[src/rtl/instr_fetch_if.sv]
// Fetch/decode stage bus: memory read port, index-stage link,
// execute handshake, PC control inputs and fault reporting.
interface instr_fetch_if;
    logic        start;
    logic        mem_rd;
    logic [11:0] mem_addr;
    logic        mem_ack;
    logic [30:0] mem_rdata;
    logic [12:0] ix_in;
    logic [2:0]  ix_index;
    logic [11:0] ix_m;
    logic        inst_valid;
    logic        inst_ready;
    logic [11:0] m_out;
    logic [5:0]  f_out;
    logic [5:0]  c_out;
    logic [11:0] pc;
    logic        jump_en;
    logic [11:0] jump_addr;
    logic        halt_req;
    logic        fault;
    logic [2:0]  fault_code;

    modport master (
        input  start, mem_ack, mem_rdata, ix_m, inst_ready,
        input  jump_en, jump_addr, halt_req,
        output mem_rd, mem_addr, ix_in, ix_index, inst_valid,
        output m_out, f_out, c_out, pc, fault, fault_code
    );

    modport slave (
        output start, mem_ack, mem_rdata, ix_m, inst_ready,
        output jump_en, jump_addr, halt_req,
        input  mem_rd, mem_addr, ix_in, ix_index, inst_valid,
        input  m_out, f_out, c_out, pc, fault, fault_code
    );
endinterface

[src/rtl/instr_fetch.sv]
// MIX fetch/decode stage: fetch at pc, split word, get M from index stage,
// issue M/F/C to execute, sequence pc. FETCH_TIMEOUT_EN adds an ack timeout.
module instr_fetch #(
    parameter int MEM_WORDS = 4000,
    parameter int TIMEOUT   = 255
) (
    input  logic          clk,
    input  logic          rst,
    instr_fetch_if.master bus
);
    typedef enum logic [2:0] {
        IDLE, FETCH, DECODE, ISSUE, FAULT
    } state_t;

    localparam logic [12:0] MW = 13'(MEM_WORDS);

    state_t      state, state_nx;
    logic [30:0] ir;
    logic [11:0] pc_r;
    logic [11:0] m_r;
    logic [2:0]  code_r;
    logic [2:0]  code_nx;
    logic        ir_ld, m_ld, pc_ld, code_ld;
    logic [12:0] tgt;
    logic        tmo;

`ifdef FETCH_TIMEOUT_EN
    localparam int TW = ($clog2(TIMEOUT + 1) > 8) ?
                        $clog2(TIMEOUT + 1) : 8;
    logic [TW-1:0] tcnt;

    // count FETCH cycles that pass without an ack
    always_ff @(posedge clk or posedge rst) begin
        if (rst)
            tcnt <= '0;
        else if (state != FETCH)
            tcnt <= '0;
        else if (!bus.mem_ack)
            tcnt <= tcnt + 1'b1;
    end

    assign tmo = (state == FETCH) && !bus.mem_ack &&
                 (tcnt == TW'(TIMEOUT - 1));
`else
    logic [31:0] unused_timeout;
    assign unused_timeout = TIMEOUT;
    assign tmo = 1'b0;
`endif

    assign tgt = bus.jump_en ? {1'b0, bus.jump_addr}
                             : {1'b0, pc_r} + 13'd1;

    // state register
    always_ff @(posedge clk or posedge rst) begin
        if (rst)
            state <= IDLE;
        else
            state <= state_nx;
    end

    // next state and datapath load strobes
    always_comb begin
        state_nx = state;
        ir_ld    = 1'b0;
        m_ld     = 1'b0;
        pc_ld    = 1'b0;
        code_ld  = 1'b0;
        code_nx  = 3'd0;
        unique case (state)
            IDLE: begin
                if (bus.start)
                    state_nx = FETCH;
            end
            FETCH: begin
                if (bus.mem_ack) begin
                    ir_ld    = 1'b1;
                    state_nx = DECODE;
                end else if (tmo) begin
                    code_ld  = 1'b1;
                    code_nx  = 3'd4;
                    state_nx = FAULT;
                end
            end
            DECODE: begin
                if (ir[17:12] > 6'd6) begin
                    code_ld  = 1'b1;
                    code_nx  = 3'd1;
                    state_nx = FAULT;
                end else if ({1'b0, bus.ix_m} >= MW) begin
                    code_ld  = 1'b1;
                    code_nx  = 3'd2;
                    state_nx = FAULT;
                end else begin
                    m_ld     = 1'b1;
                    state_nx = ISSUE;
                end
            end
            ISSUE: begin
                if (bus.inst_ready) begin
                    if (tgt >= MW) begin
                        code_ld  = 1'b1;
                        code_nx  = 3'd3;
                        state_nx = FAULT;
                    end else begin
                        pc_ld    = 1'b1;
                        state_nx = bus.halt_req ? IDLE : FETCH;
                    end
                end
            end
            FAULT: begin
                state_nx = FAULT;
            end
            default: begin
                state_nx = IDLE;
            end
        endcase
    end

    // instruction, M, pc and fault code registers
    always_ff @(posedge clk or posedge rst) begin
        if (rst) begin
            ir     <= '0;
            m_r    <= '0;
            pc_r   <= '0;
            code_r <= '0;
        end else begin
            if (ir_ld)
                ir <= bus.mem_rdata;
            if (m_ld)
                m_r <= bus.ix_m;
            if (pc_ld)
                pc_r <= tgt[11:0];
            if (code_ld)
                code_r <= code_nx;
        end
    end

    assign bus.mem_rd     = (state == FETCH);
    assign bus.mem_addr   = pc_r;
    assign bus.ix_in      = {ir[30], ir[29:18]};
    assign bus.ix_index   = ir[14:12];
    assign bus.inst_valid = (state == ISSUE);
    assign bus.m_out      = m_r;
    assign bus.f_out      = ir[11:6];
    assign bus.c_out      = ir[5:0];
    assign bus.pc         = pc_r;
    assign bus.fault      = (state == FAULT);
    assign bus.fault_code = code_r;
endmodule

[src/flat_wrapper.sv]
// flat-port wrapper written by rule: the top's interface ports become plain ports
module instr_fetch_flat 
#(
    parameter int MEM_WORDS = 4000,
    parameter int TIMEOUT   = 255
)
  (clk, rst, bus_start, bus_mem_ack, bus_mem_rdata, bus_ix_m, bus_inst_ready, bus_jump_en, bus_jump_addr, bus_halt_req, bus_mem_rd, bus_mem_addr, bus_ix_in, bus_ix_index, bus_inst_valid, bus_m_out, bus_f_out, bus_c_out, bus_pc, bus_fault, bus_fault_code);
  instr_fetch_if bus_i ();
  input  logic clk;
  input  logic rst;
  input wire logic [$bits(bus_i.start)-1:0] bus_start;
  input wire logic [$bits(bus_i.mem_ack)-1:0] bus_mem_ack;
  input wire logic [$bits(bus_i.mem_rdata)-1:0] bus_mem_rdata;
  input wire logic [$bits(bus_i.ix_m)-1:0] bus_ix_m;
  input wire logic [$bits(bus_i.inst_ready)-1:0] bus_inst_ready;
  input wire logic [$bits(bus_i.jump_en)-1:0] bus_jump_en;
  input wire logic [$bits(bus_i.jump_addr)-1:0] bus_jump_addr;
  input wire logic [$bits(bus_i.halt_req)-1:0] bus_halt_req;
  output wire logic [$bits(bus_i.mem_rd)-1:0] bus_mem_rd;
  output wire logic [$bits(bus_i.mem_addr)-1:0] bus_mem_addr;
  output wire logic [$bits(bus_i.ix_in)-1:0] bus_ix_in;
  output wire logic [$bits(bus_i.ix_index)-1:0] bus_ix_index;
  output wire logic [$bits(bus_i.inst_valid)-1:0] bus_inst_valid;
  output wire logic [$bits(bus_i.m_out)-1:0] bus_m_out;
  output wire logic [$bits(bus_i.f_out)-1:0] bus_f_out;
  output wire logic [$bits(bus_i.c_out)-1:0] bus_c_out;
  output wire logic [$bits(bus_i.pc)-1:0] bus_pc;
  output wire logic [$bits(bus_i.fault)-1:0] bus_fault;
  output wire logic [$bits(bus_i.fault_code)-1:0] bus_fault_code;
  assign bus_i.start = bus_start;
  assign bus_i.mem_ack = bus_mem_ack;
  assign bus_i.mem_rdata = bus_mem_rdata;
  assign bus_i.ix_m = bus_ix_m;
  assign bus_i.inst_ready = bus_inst_ready;
  assign bus_i.jump_en = bus_jump_en;
  assign bus_i.jump_addr = bus_jump_addr;
  assign bus_i.halt_req = bus_halt_req;
  assign bus_mem_rd = bus_i.mem_rd;
  assign bus_mem_addr = bus_i.mem_addr;
  assign bus_ix_in = bus_i.ix_in;
  assign bus_ix_index = bus_i.ix_index;
  assign bus_inst_valid = bus_i.inst_valid;
  assign bus_m_out = bus_i.m_out;
  assign bus_f_out = bus_i.f_out;
  assign bus_c_out = bus_i.c_out;
  assign bus_pc = bus_i.pc;
  assign bus_fault = bus_i.fault;
  assign bus_fault_code = bus_i.fault_code;
  instr_fetch #(.MEM_WORDS(MEM_WORDS), .TIMEOUT(TIMEOUT)) u_core (.clk(clk), .rst(rst), .bus(bus_i));
endmodule
[config.mk]
export PLATFORM = sky130hd
export DESIGN_NAME = instr_fetch_flat
export DESIGN_NICKNAME = d
export VERILOG_FILES = /design/src/rtl/instr_fetch_if.sv /design/src/rtl/instr_fetch.sv /design/src/flat_wrapper.sv
export SDC_FILE = /design/constraint.sdc
export NUM_CORES = 1
export LEC_CHECK = 0
export CAP_MARGIN = 20
export CELL_PAD_IN_SITES_DETAIL_PLACEMENT = 0
export CELL_PAD_IN_SITES_GLOBAL_PLACEMENT = 1
export CORE_MARGIN = 4
export CORE_UTILIZATION = 33
export DETAILED_ROUTE_END_ITERATION = 8
export MAX_ROUTING_LAYER = met4
export PLACE_DENSITY = 0.85
export SLEW_MARGIN = 0
export SYNTH_ARGS = -nofsm -noshare
export SYNTH_HDL_FRONTEND = slang
export SYNTH_SLANG_ARGS = --single-unit
[constraint.sdc]
create_clock -name clk -period 2.9 [get_ports clk]
set_clock_uncertainty 0.15 [all_clocks]
set_input_delay 0.58 -clock clk [delete_from_list [all_inputs] [get_ports clk]]
set_output_delay 0.58 -clock clk [all_outputs]
set_load 0.03 [all_outputs]
==> reports/qor.csv, run 1 <==
metric,value,unit
switching share of power,42.60,%
crit path DAT,1.95,ns
Remaining DRCs,0,
die area,11980,um2
Post-CTS Hold Buffers,0,
post-CTS sizing,0,
RSZ-0062 raised after global routing,no,
CTS sink count,60,
Final Hold Fails,0,
later-pin clock latency in the skew report,0.33,ns
TritonCTS clock tree,built,
fin. max-slew vios,0,
Die Y,109.4,um
Initial Util,34.27,%
Worst-Margin Slew,0.6619,ns
crit share post-route,92.41,%
H-Tree Depth,3,
Int Power,2.893,mW
diode count,0,
DIE WIDTH,109.4,um
outcome,finished clean,
CP Max Fanout,7,
Synth cell types,61,
Fillers,920,
LEAKAGE,1.851,nW
Power Dens Cells,1063,nW/um2
Logic pwr share,55.0,%
GPL Wtd Cong,0.9074,
wire per inst,16.66,um
top-level port count,132,
total power draw,5.040,mW
Gate Count Post-Synth,307,
Sw Pwr,2.147,mW
Finished Layout Cells,540,
Synth top area share,44.22,%
Synth Register Bits,60,
class of the worst hold path,reg -> reg,
core outline area,9910,um2
Max IR drop VDD,0.4364,mV
final setup fails,0,
Tmin final,2.680,ns
Yosys top cell by area,dfrtp_1,
vias in the first global route,2769,
WS Path Type,reg -> out,
Seq pwr share,30.5,%
placed cell count,524,
GRT Total Usage,15.45,%
total CTS buffers,9,
largest net degree at the start of global routing,38,
first-pass GRT wire length,14000,um
Mapped Area,3396,um2
startpoint types,flip-flop,
initial antenna violation count,0,
row count,36,
Post-Syn Nets,370,
Post-CTS Setup Bufs,0,
number of enable flip-flop cells after synthesis,0,
Clock transition at path regs,0.07,ns
Port Buffers,130,
Mapped Avg Cell Area,11.06,um2
drt first pass iters,5,
sequential share of the synthesized area,44.22,%
clock share of power,14.5,%
area grow syn2layout,39.65,%
total gr overflow,0,
Critical Path RT,2.17,ns
Worst slew margin,55.58,%
drt via density,5.046,
final worst hold slack,0.3580,ns
WL final,8997,um
CTS Root Cell,clkbuf_8,
"FFs w/ async S/R, synth",100.0,%
layout cell share with drive strength beyond 1,21.87,%
predominant post-synthesis flop cell,dfrtp_1,
synthesis warning total,0,
remaining antenna violation count after routing,0,
Fin Setup TNS,0,ns
Max Root-Sink Buffers,2,
FMAX,0.3732,GHz
Worst Setup End Kind,output port,
fin nets,465,
Finished Core Util,47.85,%
initial drt markers,153,
Synth area leaders,"dfrtp_1 44%, mux2_2 15%, buf_4 9.3%",
DP HPWL,6890,um
max-cap viol count,0,
via count,2725,
## area by class of cell
type | count | area [um2] | share of cell area, %
inverters | 6 | 22.52 | 0.4749
multi-input cells | 181 | 1441 | 30.40
repair buffers | 144 | 1419 | 29.92
clock inverters | 6 | 63.81 | 1.346
clock buffers | 10 | 127.6 | 2.691
flip-flops and latches | 60 | 1501 | 31.66
well taps | 133 | 166.4 | 3.509
## cell usage after synthesis (5+ instances only)
cell,count
buf_6,5
a41oi_1,5
o21ai_0,5
clkbuf_1,5
buf_4,42
inv_1,5
o21ai_1,5
nand2_1,10
mux2_2,44
and2_1,5
nor3_1,5
nor2_1,9
a31oi_1,6
nand3_1,9
a21oi_1,8
buf_2,7
dfrtp_1,60
## sequential cells by signal (all words and copies together), names as in the netlist
| signal | cells |
|---|---|
| u_core.bus.mem_addr | 12 |
| u_core.state | 3 |
| u_core.ir | 31 |
| u_core.bus.m_out | 12 |
| u_core.bus.fault_code | 2 |
## routing by layer
metal / up-vias / GRT usage (%) / routed length, um
met1: 1303 / 19.88 / 3996
li1: 1274 / - / -
met3: 4 / 4.991 / 890
met5: - / - / 0
met4: 0 / 3.295 / 40
met2: 144 / 23.93 / 4069
## cells by family (layout without fill, tap and decap cells)
| logic type | after synthesis | count (layout) | synth area share, % |
|---|---|---|---|
| AO/OA/AOI/OAI | 60 | 60 | 13.56 |
| XOR/XNOR | 3 | 3 | 0.7739 |
| adder cells (fa/ha/maj) | 1 | 1 | 0.3684 |
| buffers and inverters | 66 | 166 | 13.34 |
| flip-flops | 60 | 60 | 44.22 |
| multiplexers | 46 | 46 | 15.33 |
| other | 1 | 1 | 0.1104 |
| AND/OR/NAND/NOR | 70 | 70 | 12.31 |
## power groups by stage
stage	logic [mW]	clock network (mW)	registers [mW]
6_report	2.77	0.733	1.54
5_1_grt	2.94	0.796	1.60
4_1_cts	2.80	0.756	1.54
3_5_place_dp	2.79	0	1.56
3_3_place_gp	2.77	0	1.53
2_1_floorplan	1.79	0	1.75
## worst max-delay path, cell delays in order (launching register included)
cell	delay [ns]
dfrtp_1	0.44
nor2b_1	0.25
and2_1	0.23
clkdlybuf4s50_1	0.71
## through the flow
| stage | area, um2 | worst slack, ns |
|---|---|---|
| floorplan | 3396 | 0.3376 |
| global placement | 4551 | 0.01892 |
| detailed placement | 4551 | 0.01993 |
| CTS | 4742 | 0.2174 |
| global route | 4742 | 0.09967 |
| finish | 4742 | 0.2201 |
## worst paths after layout
check                           slack [ns]                    from                        to  cells after the start
min in group asynchronous             0.46                     rst       u_core.bus.m_out[1]                      2
worst min-delay path                  0.36            u_core.ir[0]              u_core.ir[0]                      1
worst min register to register        0.36            u_core.ir[0]              u_core.ir[0]                      1
worst max-delay path                  0.22         u_core.state[1]            bus_inst_valid                      3
max in group asynchronous             1.56                     rst              u_core.ir[7]                      3
worst max register to register        0.29  u_core.bus.mem_addr[0]  u_core.bus.fault_code[0]                      7
## placed cells by master, fill, tap and decap left out, types with 3 or more instances in the layout
cell type          n
clkbuf_8           9
inv_1              4
o21ai_0            5
a21oi_1            8
mux2_2            44
buf_4             13
o21ai_1            5
nor2_1             9
a211oi_1           4
nor2b_1            4
nor3b_1            3
clkdlybuf4s50_1  130
nor3_1             5
and4_1             3
nor4_1             3
a311oi_1           3
a31oi_1            6
a41oi_1            5
nand2_1           10
and3_1             4
dfrtp_1           60
nand3_1            9
and2_1             5
nand4_1            3
Power figures use the tool's default switching activity.
==> inputs of run 2 (changes only) <==
--- a/config.mk
+++ b/config.mk
@@ -13,5 +13,5 @@
 export DETAILED_ROUTE_END_ITERATION = 8
 export MAX_ROUTING_LAYER = met4
-export PLACE_DENSITY = 0.85
+export PLACE_DENSITY_LB_ADDON = 0.15
 export SLEW_MARGIN = 0
 export SYNTH_ARGS = -nofsm -noshare
==> constraint.sdc (replaced) <==
create_clock -name clk -period 2.9 [get_ports clk]
set_clock_uncertainty 0.15 [all_clocks]
set_input_delay 0.435 -clock clk [delete_from_list [all_inputs] [get_ports clk]]
set_output_delay 0.435 -clock clk [all_outputs]
set_load 0.03 [all_outputs]
==> reports/qor.csv, run 2 (synthesized netlist as in run 1, its figures left out) <==
metric,value,unit,change
initial drt markers,103,,-33%
"critical path, cell by cell",ha_1 -> nand2_1 -> nor4_2 -> a211oi_2 -> and4_1 -> a31oi_1 -> o211ai_1,,
drt first pass iters,4,,-1
placed cell count,524,,unchanged
Port Buffers,130,,unchanged
Worst Setup End Kind,flip-flop,,
footprint of the multi-input gates,1441,um2,unchanged
remaining antenna violation count after routing,0,,unchanged
register area,1501,um2,unchanged
total CTS buffers,9,,unchanged
Final Hold Fails,0,,unchanged
Tmin final,2.545,ns,-0.1347 ns
Worst-Margin Slew,0.5364,ns,-0.1255 ns
initial antenna violation count,0,,unchanged
total gr overflow,0,,unchanged
most frequent cells in the layout,"130 x clkdlybuf4s50_1, 60 x dfrtp_1, 44 x mux2_2, 13 x buf_4, 10 x nand2_1",,
DIE WIDTH,109.4,um,unchanged
layout cell share with drive strength beyond 1,21.87,%,unchanged
post-CTS sizing,0,,unchanged
Post-CTS Hold Buffers,0,,unchanged
DP HPWL,6626,um,-3.8%
H-Tree Depth,3,,unchanged
GRT Total Usage,15.19,%,-0.26 points
vias in the first global route,2726,,-1.6%
Remaining DRCs,0,,unchanged
Max Root-Sink Buffers,2,,unchanged
via count,2670,,-2.0%
LEAKAGE,1.845,nW,-0.32%
RSZ-0062 raised after global routing,no,,
fin. max-slew vios,0,,unchanged
fin nets,465,,unchanged
TritonCTS clock tree,built,,
Seq pwr share,30.4,%,about the same
switching share of power,42.39,%,-0.21 points
class of the worst hold path,in -> async,,
CTS sink count,60,,unchanged
diode count,0,,unchanged
Fin Setup TNS,0,ns,unchanged
drt via density,4.944,,-2.0%
Clock transition at path regs,0.07,ns,about the same
Initial Util,34.27,%,unchanged
Critical Path RT,2.95,ns,+0.78 ns
Die Y,109.4,um,unchanged
later-pin clock latency in the skew report,0.33,ns,about the same
WL final,8873,um,-1.4%
Post-CTS Setup Bufs,0,,unchanged
crit share post-route,87.77,%,-4.6 points
die area,11980,um2,unchanged
"commonest non-fill, non-tap cell in the layout",clkdlybuf4s50_1,,
Int Power,2.892,mW,about the same
FMAX,0.3929,GHz,+5.3%
final setup fails,0,,unchanged
area grow syn2layout,39.68,%,about the same
Logic pwr share,54.8,%,-0.2 points
CP Max Fanout,9,,+2
Fillers,921,,+0.11%
pre-CTS setup slack,0.1986,ns,+0.1787 ns
worst setup margin,0.3548,ns,+0.1347 ns
WS Path Type,reg -> reg,,
largest net degree at the start of global routing,31,,-18%
Worst path max stage delay,0.47,ns,-0.24 ns
Biggest register,u_core.ir,,
GPL Wtd Cong,0.8672,,-4.4%
Max IR drop VDD,0.4414,mV,+1.1%
core outline area,9910,um2,unchanged
startpoint types,flip-flop,,
row count,36,,unchanged
clock share of power,14.7,%,+0.2 points
crit path DAT,2.60,ns,+0.65 ns
Power Dens Cells,1058,nW/um2,-0.41%
max reg flops,31,,unchanged
Worst slew margin,64.24,%,+8.7 points
top-level port count,132,,unchanged
outcome,finished clean,,
Finished Layout Cells,540,,unchanged
Finished Core Util,47.87,%,about the same
CTS Root Cell,clkbuf_8,,
wire per inst,16.43,um,-1.4%
Crit-path slowest cell,nor4_2,,
Sw Pwr,2.128,mW,-0.87%
max-cap viol count,0,,unchanged
first-pass GRT wire length,13780,um,-1.6%
[run 2: cell types whose count changed in the layout (fill, tap and decap cells not counted)]
cell | before | now
clkinvlp_4 | 2 | 4
inv_6 | 1 | 0
clkinv_2 | 2 | 1
[run 2: critical path: cells and delay by family, from the launching register on]
family                   cells  cell delay [ns]
adder cells (fa/ha/maj)      1             0.40
AO/OA/AOI/OAI                3             0.54
AND/OR/NAND/NOR              3             0.88
flip-flops                   1             0.44
[run 2: per-stage QoR]
step,power (mW),instance area [um2],hold slack [ns]
final,5.020,4743,0.2879
after global routing,5.320,4743,0.3006
after CTS,5.089,4743,0.2772
after detailed placement,4.329,4551,0.3441
after global placement,4.296,4551,0.3379
after floorplan,3.547,3396,0.3046
[run 2: layer usage]
metal / vias up / GRT usage [%] / part of all wire (%)
met3: 8 / 3.406 / 8.0
met5: - / - / 0
met1: 1261 / 19.46 / 43
li1: 1274 / - / -
met4: 0 / 4.363 / 1.2
met2: 127 / 24.19 / 47
[run 2: area by class of cell]
cell class / count / area share [%]
Tap cell: 133 / 3.508
Clock buffer: 10 / 2.691
Sequential cell: 60 / 31.65
Multi-Input combinational cell: 181 / 30.39
Clock inverter: 6 / 1.372
Inverter: 6 / 0.4748
Timing Repair Buffer: 144 / 29.91
[run 2: path summary, 6_finish.rpt]
kind / start / to / slack, ns / cells past startpoint
hold reg to reg: u_core.ir[11] / u_core.ir[11] / 0.36 / 1
min in group clk: u_core.ir[11] / u_core.ir[11] / 0.36 / 1
setup reg to reg: u_core.bus.mem_addr[0] / u_core.bus.fault_code[0] / 0.35 / 7
max in group asynchronous: rst / u_core.ir[19] / 1.77 / 3
setup / recovery: u_core.bus.mem_addr[0] / u_core.bus.fault_code[0] / 0.35 / 7
hold / removal: rst / u_core.bus.mem_addr[10] / 0.29 / 2
[run 2: power by group through the flow]
| stage | Sequential, mW | Clock, mW | Combinational [mW] |
|---|---|---|---|
| after floorplan | 1.75 | 0 | 1.79 |
| after global placement | 1.53 | 0 | 2.76 |
| after detailed placement | 1.55 | 0 | 2.78 |
| after CTS | 1.53 | 0.771 | 2.79 |
| after global routing | 1.59 | 0.815 | 2.91 |
| final | 1.53 | 0.740 | 2.75 |
==> inputs of run 3 (changes only) <==
Settings changed: CORE_MARGIN 4 to unset.
==> reports/qor.csv, run 3 (synthesized netlist as in run 1, its figures left out) <==
metric,value,unit,change
layout cell share with drive strength beyond 1,22.68,%,+0.82 points
first-pass GRT wire length,13110,um,-4.9%
DP HPWL,6186,um,-6.7%
Clock transition at path regs,0.07,ns,about the same
outcome,finished clean,,
class of the worst hold path,reg -> reg,,
Logic pwr share,55.4,%,+0.6 points
DIE WIDTH,103.4,um,-5.5%
pre-CTS setup slack,-0.03846,ns,-0.2371 ns
WS Path Type,in -> reg,,
FMAX,0.3749,GHz,-4.6%
Tmin final,2.668,ns,+0.1223 ns
Post-CTS Setup Bufs,0,,unchanged
Max Root-Sink Buffers,2,,unchanged
startpoint types,input pin,,
Remaining DRCs,0,,unchanged
Worst slew margin,56.43,%,-7.8 points
Worst Setup End Kind,flip-flop,,
diode count,0,,unchanged
Seq pwr share,29.7,%,-0.7 points
worst setup margin,0.2325,ns,-0.1223 ns
initial antenna violation count,0,,unchanged
DP Area,4573,um2,+0.50%
top-level port count,132,,unchanged
total power draw,5.041,mW,+0.40%
Sw Pwr,2.107,mW,-0.97%
drt first pass iters,4,,unchanged
GRT Total Usage,16.62,%,+1.4 points
TritonCTS clock tree,built,,
drt via density,4.934,,-0.22%
clock share of power,14.9,%,+0.2 points
H-Tree Depth,3,,unchanged
Die Y,103.4,um,-5.5%
Int Power,2.933,mW,+1.4%
RSZ-0062 raised after global routing,no,,
area grow syn2layout,40.60,%,
initial drt markers,68,,-34%
CP Max Fanout,11,,+2
Initial Util,34.42,%,+0.16 points
CTS sink count,60,,unchanged
Fillers,906,,-1.6%
fin nets,468,,+0.65%
final setup fails,0,,unchanged
Port Buffers,130,,unchanged
Max IR drop VDD,0.4030,mV,-8.7%
largest net degree at the start of global routing,32,,+3.2%
post-CTS sizing,0,,unchanged
"commonest non-fill, non-tap cell in the layout",clkdlybuf4s50_1,,
wire per inst,15.20,um,-7.5%
total CTS buffers,9,,unchanged
total gr overflow,0,,unchanged
Power Dens Cells,1056,nW/um2,-0.25%
max reg flops,31,,unchanged
fin. max-slew vios,0,,unchanged
max-cap viol count,0,,unchanged
via count,2679,,+0.34%
Worst-Margin Slew,0.6526,ns,+0.1162 ns
GPL Wtd Cong,0.8608,,-0.74%
Critical Path RT,2.97,ns,+0.02 ns
row count,36,,unchanged
WL final,8252,um,-7.0%
CTS Root Cell,clkbuf_8,,
crit share post-route,91.98,%,+4.2 points
core outline area,9864,um2,-0.45%
remaining antenna violation count after routing,0,,unchanged
LEAKAGE,1.874,nW,+1.5%
most frequent cells in the layout,"130 x clkdlybuf4s50_1, 60 x dfrtp_1, 44 x mux2_2, 16 x buf_4",,
Final Hold Fails,0,,unchanged
Biggest register,u_core.ir,,
vias in the first global route,2614,,-4.1%
switching share of power,41.81,%,-0.58 points
Post-CTS Hold Buffers,0,,unchanged
later-pin clock latency in the skew report,0.33,ns,about the same
final instance area,4775,um2,+0.66%
crit path DAT,2.74,ns,+0.14 ns
die area,10700,um2,-11%
run 3: cell types whose count changed in the layout (fill, tap and decap cells not counted):
cell        change
buf_4           +3
clkinvlp_4      -2
clkbuf_1        -1
clkbuf_8        +1
clkinv_2        +1
clkinv_4        +1
run 3: power by group through the flow:
stage / Clock, mW / Combinational [mW] / Sequential [mW]
3_3_place_gp: 0 / 2.81 / 1.51
4_1_cts: 0.786 / 2.82 / 1.50
3_5_place_dp: 0 / 2.81 / 1.52
2_1_floorplan: 0 / 1.79 / 1.75
6_report: 0.751 / 2.79 / 1.50
5_1_grt: 0.828 / 2.97 / 1.56
run 3: worst max-delay path: stages:
cell             delay, ns
clkdlybuf4s50_1       0.61
nand3b_1              0.30
nor4_2                0.49
and2_1                0.26
nor2_1                0.14
o31ai_4               0.15
mux2_4                0.34
run 3: path summary, 6_finish.rpt:
path | cells after the start | slack, ns | startpoint | to
hold reg to reg | 1 | 0.35 | u_core.ir[10] | u_core.ir[10]
hold / removal | 1 | 0.35 | u_core.ir[10] | u_core.ir[10]
max in group asynchronous | 3 | 1.63 | rst | u_core.bus.m_out[9]
setup reg to reg | 7 | 0.28 | u_core.bus.mem_addr[0] | u_core.bus.mem_addr[1]
min in group asynchronous | 2 | 0.37 | rst | u_core.ir[8]
setup / recovery | 7 | 0.23 | bus_jump_en | u_core.bus.mem_addr[1]
run 3: layer usage:
metal  part of all wire, %  vias up  GRT usage, %
li1                      -     1276             -
met4                   2.2        0         7.367
met5                     0        -             -
met1                    44     1280         21.30
met3                   7.1       14         4.099
met2                    47      109         24.81
run 3: area by class of cell:
cell class	count	area (um2)	share of cell area [%]
Timing Repair Buffer	147	1441	30.19
Clock inverter	6	63.81	1.336
Tap cell	133	166.4	3.485
Clock buffer	10	137.6	2.883
Inverter	6	22.52	0.4717
Sequential cell	60	1501	31.45
Multi-Input combinational cell	181	1441	30.19
run 3: through the flow:
step / hold slack, ns / utilization (%) / setup TNS (ns) / std cells
after global placement: 0.3370 / 46.36 / 0 / 527
after CTS: 0.3542 / 48.40 / 0 / 543
after floorplan: 0.3046 / - / 0 / 307
after global routing: 0.3722 / 48.40 / 0 / 543
final: 0.3543 / 48.40 / 0 / 543
after detailed placement: 0.3443 / 46.36 / -0.08874 / 527
